===== src/rtl/clock_set_controller.sv =====
// Time/date setting controller: freezes the clock core, edits a snapshot field by field and
// commits it with a one-cycle load pulse. Optional macro CLK_SET_BLINK_EN builds the field blinker.
module clock_set_controller #(
  parameter int unsigned CLK_FREQ  = 50_000_000,
  parameter int unsigned YEAR_MIN  = 2000,
  parameter int unsigned YEAR_MAX  = 2099,
  parameter int unsigned TIMEOUT_S = 30
`ifdef CLK_SET_BLINK_EN
  ,
  parameter int unsigned BLINK_HZ  = 2
`endif
) (
  input  logic        built_in_clk,
  input  logic        glob_rst,
  input  logic        btn_mode,
  input  logic        btn_next,
  input  logic        btn_up,
  input  logic        btn_down,
  input  logic [5:0]  cur_sec,
  input  logic [5:0]  cur_min,
  input  logic [4:0]  cur_hour,
  input  logic [4:0]  cur_day,
  input  logic [3:0]  cur_month,
  input  logic [13:0] cur_year,
  output logic        run_en,
  output logic        load,
  output logic [5:0]  set_sec,
  output logic [5:0]  set_min,
  output logic [4:0]  set_hour,
  output logic [4:0]  set_day,
  output logic [3:0]  set_month,
  output logic [13:0] set_year,
  output logic [5:0]  edit_field,
  output logic        blink
);

  localparam logic [13:0] YMin     = 14'(YEAR_MIN);
  localparam logic [13:0] YMax     = 14'(YEAR_MAX);
  localparam int unsigned TmoLast  = TIMEOUT_S * CLK_FREQ - 1;
  localparam logic [5:0]  FldYear  = 6'b100000;

  typedef enum logic [1:0] {StRun, StCapture, StEdit, StCommit} state_e;

  state_e      state;
  logic [31:0] tmo_cnt;
  logic        btn_mode_q, btn_next_q, btn_up_q, btn_down_q;
  logic        mode_edge, next_edge, up_edge, down_edge, any_edge;
  logic [4:0]  dim;

  function automatic logic is_leap(input logic [13:0] y);
    return (((y % 14'd4) == 14'd0) && ((y % 14'd100) != 14'd0)) || ((y % 14'd400) == 14'd0);
  endfunction

  function automatic logic [4:0] days_in_month(input logic [3:0] m, input logic [13:0] y);
    logic [4:0] d;
    d = 5'd31;
    case (m)
      4'd4, 4'd6, 4'd9, 4'd11: d = 5'd30;
      4'd2:                    d = is_leap(y) ? 5'd29 : 5'd28;
      default:                 d = 5'd31;
    endcase
    return d;
  endfunction

  // Range-aware step; a value above hi (stale day after a month edit) steps down to hi.
  function automatic logic [13:0] step_field(input logic [13:0] v, input logic [13:0] lo,
                                             input logic [13:0] hi, input logic up);
    logic [13:0] r;
    if (up) r = (v >= hi) ? lo : v + 14'd1;
    else if (v <= lo) r = hi;
    else if (v > hi) r = hi;
    else r = v - 14'd1;
    return r;
  endfunction

  always_ff @(posedge built_in_clk or posedge glob_rst) begin
    if (glob_rst) begin
      btn_mode_q <= 1'b0;
      btn_next_q <= 1'b0;
      btn_up_q   <= 1'b0;
      btn_down_q <= 1'b0;
    end else begin
      btn_mode_q <= btn_mode;
      btn_next_q <= btn_next;
      btn_up_q   <= btn_up;
      btn_down_q <= btn_down;
    end
  end

  always_comb begin
    mode_edge = btn_mode & ~btn_mode_q;
    next_edge = btn_next & ~btn_next_q;
    up_edge   = btn_up & ~btn_up_q;
    down_edge = btn_down & ~btn_down_q;
    any_edge  = mode_edge | next_edge | up_edge | down_edge;
    dim       = days_in_month(set_month, set_year);
  end

  always_ff @(posedge built_in_clk or posedge glob_rst) begin
    if (glob_rst) begin
      state      <= StRun;
      run_en     <= 1'b1;
      load       <= 1'b0;
      set_sec    <= 6'd0;
      set_min    <= 6'd0;
      set_hour   <= 5'd0;
      set_day    <= 5'd1;
      set_month  <= 4'd1;
      set_year   <= YMin;
      edit_field <= 6'd0;
      tmo_cnt    <= 32'd0;
    end else begin
      load <= 1'b0;
      unique case (state)
        StRun: begin
          tmo_cnt <= 32'd0;
          if (mode_edge) begin
            state      <= StCapture;
            run_en     <= 1'b0;
            edit_field <= FldYear;
          end
        end
        StCapture: begin
          set_sec    <= cur_sec;
          set_min    <= cur_min;
          set_hour   <= cur_hour;
          set_day    <= cur_day;
          set_month  <= cur_month;
          set_year   <= cur_year;
          edit_field <= FldYear;
          tmo_cnt    <= 32'd0;
          state      <= StEdit;
        end
        StEdit: begin
          if (any_edge) tmo_cnt <= 32'd0;
          if (mode_edge) begin
            state <= StCommit;
          end else if (next_edge) begin
            edit_field <= {edit_field[0], edit_field[5:1]};
          end else if (up_edge ^ down_edge) begin
            unique case (edit_field)
              6'b000001: set_sec   <= 6'(step_field({8'd0, set_sec}, 14'd0, 14'd59, up_edge));
              6'b000010: set_min   <= 6'(step_field({8'd0, set_min}, 14'd0, 14'd59, up_edge));
              6'b000100: set_hour  <= 5'(step_field({9'd0, set_hour}, 14'd0, 14'd23, up_edge));
              6'b001000: set_day   <= 5'(step_field({9'd0, set_day}, 14'd1, {9'd0, dim},
                                                    up_edge));
              6'b010000: set_month <= 4'(step_field({10'd0, set_month}, 14'd1, 14'd12, up_edge));
              6'b100000: set_year  <= step_field(set_year, YMin, YMax, up_edge);
              default: ;
            endcase
          end else if (!any_edge) begin
            if (tmo_cnt == TmoLast) begin
              // Abandon: core resumes with its own time, no load.
              state      <= StRun;
              run_en     <= 1'b1;
              edit_field <= 6'd0;
              tmo_cnt    <= 32'd0;
            end else begin
              tmo_cnt <= tmo_cnt + 32'd1;
            end
          end
        end
        StCommit: begin
          if (set_day > dim) set_day <= dim;
          load       <= 1'b1;
          run_en     <= 1'b1;
          edit_field <= 6'd0;
          state      <= StRun;
        end
        default: state <= StRun;
      endcase
    end
  end

`ifdef CLK_SET_BLINK_EN
  localparam int unsigned BlinkHalf = CLK_FREQ / (2 * BLINK_HZ);

  logic [31:0] blink_cnt;

  // An up/down edge restarts the half-period with the field visible.
  always_ff @(posedge built_in_clk or posedge glob_rst) begin
    if (glob_rst) begin
      blink     <= 1'b0;
      blink_cnt <= 32'd0;
    end else if (state != StEdit) begin
      blink     <= 1'b0;
      blink_cnt <= 32'd0;
    end else if (up_edge || down_edge) begin
      blink     <= 1'b0;
      blink_cnt <= 32'd0;
    end else if (blink_cnt >= BlinkHalf - 1) begin
      blink     <= ~blink;
      blink_cnt <= 32'd0;
    end else begin
      blink_cnt <= blink_cnt + 32'd1;
    end
  end
`else
  assign blink = 1'b0;
`endif

endmodule

===== config.mk =====
export PLATFORM = sky130hd
export DESIGN_NAME = clock_set_controller
export DESIGN_NICKNAME = d
export VERILOG_FILES = /design/src/rtl/clock_set_controller.sv
export SDC_FILE = /design/constraint.sdc
export NUM_CORES = 1
export LEC_CHECK = 0
export CAP_MARGIN = 20
export CORE_UTILIZATION = 55
export DETAILED_ROUTE_END_ITERATION = 10
export GPL_TIMING_DRIVEN = 0
export HOLD_SLACK_MARGIN = 0.12
export PLACE_DENSITY_LB_ADDON = 0.12
export SYNTH_ARGS = -nofsm -noshare
export SYNTH_HDL_FRONTEND = slang
export SYNTH_SLANG_ARGS = --single-unit

===== constraint.sdc =====
create_clock -name built_in_clk -period 7.25 [get_ports built_in_clk]
set_clock_uncertainty 0.05 [all_clocks]
set_input_delay 0.725 -clock built_in_clk [delete_from_list [all_inputs] [get_ports built_in_clk]]
set_output_delay 0.725 -clock built_in_clk [all_outputs]
set_load 0.02 [all_outputs]

Word-level counts from Yosys, hierarchy flattened
Cells that the tools add are included.

$add $sub $neg: 13. Div/mod/pow operators: 2. Order comparisons: 19. Eq/ne operators: 36. Muxes and demuxes: 86. Bitwise logic cells: 12. Reduce and logical (&&, ||, !) cells: 21.

Operator list (count): $mux 32 (6); $mux 6 (22); $mux 14 (8); $mux 5 (17); $pmux 32 s2 (1); $reduce_and 5->1 (7); $add 32x1->32 const B (1); $eq 32x31->1 const B (1); $mux 4 (8); $logic_not 14->1 (2); $pmux 14 s2 (1); $pmux 6 s2 (2); $pmux 6 s4 (1); $ne 3x3->1 const B (7); $ne 2x2->1 const B (8); $pmux 5 s3 (1); $add 14x1->14 const B (1); $ge 14x12->1 const B (1); $gt 14x12->1 const B (1); $le 14x11->1 const B (1); $mod 14x7->14 const B (1); $mod 14x9->14 const B (1); $reduce_bool 14->1 (1); $sub 14x1->14 const B (1); other kinds (49) (88).

Register bits after elaboration: 86. Input bits: 46. Word-level logic and storage cells: 204.

Logic depth before layout (Yosys ltp)
Depth in word-level cells: 15. Mapped depth: 29.

Least setup slack after synthesis
Ideal clock, no wire load.

Path type: register to register. Start point: register set_year[10]. End point: register set_day[0]. Data arrival time: 5.763 ns. Data required time: 7.114 ns. Slack: 1.351 ns. Stages on the path, launching flop included: 28. Buffers on the path: 2. Clock period less this slack: 5.899 ns. Cells stage by stage: dfstp_2 > buf_4 > nor3_1 > o31a_1 > a311o_1 > buf_6 > a2bb2oi_4 > o2bb2ai_4 > mux2_4 > or3_4 > a31o_4 > nor3b_2 > o21ai_1 > a221oi_2 > nor2_1 > a211o_1 > a211o_1 > a211oi_2 > nor2_1 > ha_1 > a211o_1 > o41ai_1 > and2_1 > o21ai_0 > a22oi_1 > nor2_1 > a21oi_1 > o41ai_2.

Cells in the longest elaborated chain, start to end: 15. Elaborated cells between the ends (all ways): 23.

Ends and longest elaborated chain: start, declared (RTL line 32) `output logic [13:0] set_year,`; start signal, assigned (RTL line 109) `set_year <= YMin;`; start signal, assigned (RTL line 129) `set_year <= cur_year;`; start signal, assigned (RTL line 148) `6'b100000: set_year <= step_field(set_year, YMin, YMax, up_edge);`; $mod 14x7->14 (RTL line 51) `return (((y % 14'd4) == 14'd0) && ((y % 14'd100) != 14'd0)) || ((y % 14'd400) == 14'd0);`; $reduce_bool 14->1 (RTL line 51); $logic_and 1x1->1 (RTL line 51); $logic_or 1x1->1 (*) (RTL line 51); $mux 1 (*) (RTL line 59) `4'd2: d = is_leap(y) ? 5'd29 : 5'd28;`; $pmux 2 s2 (*) (RTL line 57) `case (m)`; $gt 5x5->1 (RTL line 71, 164); $mux 5 (RTL line 71) `else if (v > hi) r = hi;`; $mux 5 (RTL line 70) `else if (v <= lo) r = hi;`; $mux 5 (RTL line 69) `if (up) r = (v >= hi) ? lo : v + 14'd1;`; $mux 5 (RTL line 141) `unique case (edit_field)`; $mux 5 (RTL line 140) `end else if (up_edge ^ down_edge) begin`; $mux 5 (RTL line 138) `end else if (next_edge) begin`; $mux 5 (RTL line 136) `if (mode_edge) begin`; $pmux 5 s3 (RTL line 114) `unique case (state)`; end signal, assigned (RTL line 127) `set_day <= cur_day;`; end signal, assigned (RTL line 145) `6'b001000: set_day <= 5'(step_field({9'd0, set_day}, 14'd1, {9'd0, dim},`; end signal, assigned (RTL line 164) `if (set_day > dim) set_day <= dim;`; end, declared (RTL line 30) `output logic [4:0] set_day,`.

Mark *: on every way between the ends. The rest lies on a longest branch, timed or not. The select of a mux whose other input is x is not followed. A chain may end at the register's enable or synchronous reset.

Worst setup path after layout
Start point: register set_year[9]. End point: register set_day[2].

Same word-level chain as after synthesis.

==> metrics.yaml <==
run_status:
  status: "finished clean"
worst_setup_path:
  cp_common_cell: "a21oi_1"
  startpoint: "set_year[9]$_DFFE_PP1P_"
  cp.required_ns: 7.47
  cp.arrival_ns: 7.01
  slowest_delay_ns: 0.43
  r2r-start: "set_year[9]$_DFFE_PP1P_"
  crit_fanout: 10
  slowest_stage: "nor4_1"
  ff2ff_path_depth: 28
  r2r_end: "set_day[2]$_DFFE_PP0P_"
  reg2reg_slack_ns: 0.46
  startpoint_type: "flop"
  worst_setup_path_end_kind: "flop"
  criticalPathCategory: "reg -> reg"
floorplanning:
  die-area_um2: 14600
  dieWidth_um: 121
  num_rows: 43
  coreArea_um2: 13800
  io_pins: 95
  die_h_um: 121
  start_util_pct: 56.1
global_route:
  grt_pass1_vias: 7550
  antenna_found_initial: 0
  track_usage_pct: 31.9
  grt_pass1_wl_mm: 37.2
  grt_max_degree: 50
  grt-ovfl-total: 0
placement:
  gp_congestion: 0.960
  dp_cells: 1303
  portBuffers: 93
  dpl.hpwl_mm: 16.7
clock_tree:
  path_clk_slew_ns: 0.07
  root_buffer: "clkbuf_16"
  clockBufferDepth: 2
  cts_setup_buffers: 0
  cts_buffers: 9
  h-tree-depth: 3
  cts_tree: "built"
  clk_latency_ns: 0.36
  ctsHoldBuffers: 0
  cts.sinks: 86
  cts.repair.resized: 0
synthesis:
  syn-cell-area_um2: 7760
  ys_warn_count: 0
  synth_cell_types: 93
  synth_seq_area_share_pct: 27.9
  synth_fp_nets: 1102
  synth_top_area_share_pct: 24.8
  async_flop_share_pct: 100
  syn_inst: 1029
  synth_flop_cell: "dfrtp_1"
  ys_seq_elements: 86
  synth_edf_count: 0
  synth_top_area_cell: "dfrtp_1"
  synth_area_per_cell_um2: 7.54
  synth_area_leaders: "dfrtp_1 25%, o21ai_0 8.8%, nand2_1 5.9%, a21oi_1 5.6%, nor2_1 4.7%"
timing:
  fin_crit_sh_pct: 93.7
  max_freq_mhz: 147
  slew_violations: 0
  maxSlewHeadroom_pct: 36.9
  post-route-min-period_ns: 6.79
  setup_viol: 0
  fin_tns_setup_ns: 0
  rsz0062_at_grt: "false"
  tightest_slew_ns: 0.934
  final-hold-violation-count: 0
cells_and_area:
  synthToLayoutAreaGrowth_pct: 19.3
  mostFrequentLayoutCells: "136 x o21ai_0, 123 x nand2_1, 98 x nor2_1"
  drive_gt1_share_pct: 8.08
  final_common_cell: "o21ai_0"
  nFillCells: 1219
  final_cell_count_no_fill: 1319
  final_nets: 1207
  antenna_cells: 0
worst_hold_path:
  min_to: "tmo_cnt[11]$_DFFE_PP0P_"
  min_path_type: "reg -> reg"
  min-delay-start: "tmo_cnt[11]$_DFFE_PP0P_"
  holdPathStages: 1
flow_run:
  max_cap_viol_count: 0
detailed_routing:
  wl_met2_mm: 10.7
  wirelength_met1_mm: 10.1
  drt_pre_antenna_iters: 7
  drt-initial-drc-count: 943
  wl_mm: 23.3
  route.met3.wl_mm: 1.99
  viasPerCell: 6.41
  wire_per_inst_um: 17.6
  dr_total_vias: 8458
  highest_layer: "met4"
  drc: 0
  ant_nets: 0
## registers in the layout, summed over array words and instances, names as in the netlist, 2 cells and up
name and count:
set_month 4, set_min 6, set_sec 6, set_day 5, state 2, tmo_cnt 32, edit_field 6, set_hour 5
set_year 14
## metrics by stage
stage               hold WS [ns]  setup WS [ns]  util [%]  cell area (um2)
floorplan                  0.393           1.35         -             7760
global placement           0.420          0.685      64.5             8920
detailed placement         0.444          0.610      64.7             8950
CTS                        0.453          0.565      66.9             9260
global route               0.463       0.000406      67.0             9260
finish                     0.450          0.460      67.0             9260
## area by class of cell
type / count / area (um2) / area share [%]
Clock buffer: 10 / 239 / 2.58
Sequential cell: 86 / 2160 / 23.4
Multi-Input combinational cell: 840 / 5110 / 55.2
Inverter: 35 / 134 / 1.45
Tap cell: 180 / 225 / 2.43
Clock inverter: 6 / 68.8 / 0.743
Buffer: 68 / 363 / 3.92
Timing Repair Buffer: 94 / 958 / 10.3
## critical path, delay by kind of cell, from the launching register on
| family | cells | cell delay (ns) |
|---|---|---|
| AOI/OAI and AO/OA | 16 | 3.30 |
| and+or+nand+nor | 6 | 1.56 |
| muxes | 2 | 0.69 |
| buffers and inverters | 3 | 0.41 |
| DFF | 1 | 0.39 |
| adders and majority gates | 1 | 0.30 |
## how the worst max path moves through the flow
stage                                  end  slack [ns]  cells past startpoint
floorplan           set_day[0]$_DFFE_PP1P_        1.35                     27
global placement    set_day[2]$_DFFE_PP0P_        0.68                     27
detailed placement  set_day[2]$_DFFE_PP0P_        0.61                     27
CTS                 set_day[2]$_DFFE_PP0P_        0.57                     26
global route        set_day[2]$_DFFE_PP0P_      0.0004                     27
finish              set_day[2]$_DFFE_PP0P_        0.46                     28
## routing by layer
| metal | global-route usage (%) | up-vias |
|---|---|---|
| met5 | 0 | - |
| met4 | 10.7 | 0 |
| met3 | 6.46 | 52 |
| met2 | 51.7 | 411 |
| met1 | 42.5 | 3969 |
| li1 | - | 4026 |
## cell usage after synthesis (10+ instances only)
cell type / number
a211oi_1: 10
a21oi_1: 87
a31oi_1: 21
and2_1: 11
and3_1: 25
buf_4: 10
clkbuf_1: 42
dfrtp_1: 77
ha_1: 27
inv_1: 35
nand2_1: 123
nand2b_1: 15
nand3_1: 27
nand4_1: 13
nor2_1: 98
nor3_1: 23
o21ai_0: 136
xnor2_1: 11
## kinds of logic after synthesis
kind of cell | count (synthesis) | synth area share, %
flops | 86 | 27.9
mux | 11 | 1.63
compound gates | 393 | 33.2
buf+inv | 103 | 6.37
simple gates | 392 | 24.7
fa+ha+maj | 27 | 4.35
other cells | 1 | 0.0483
xor+xnor | 16 | 1.81
Power is left out: the tool's default activity adds up to more than one toggle a clock period on the data nets, which glitch-free logic cannot reach.
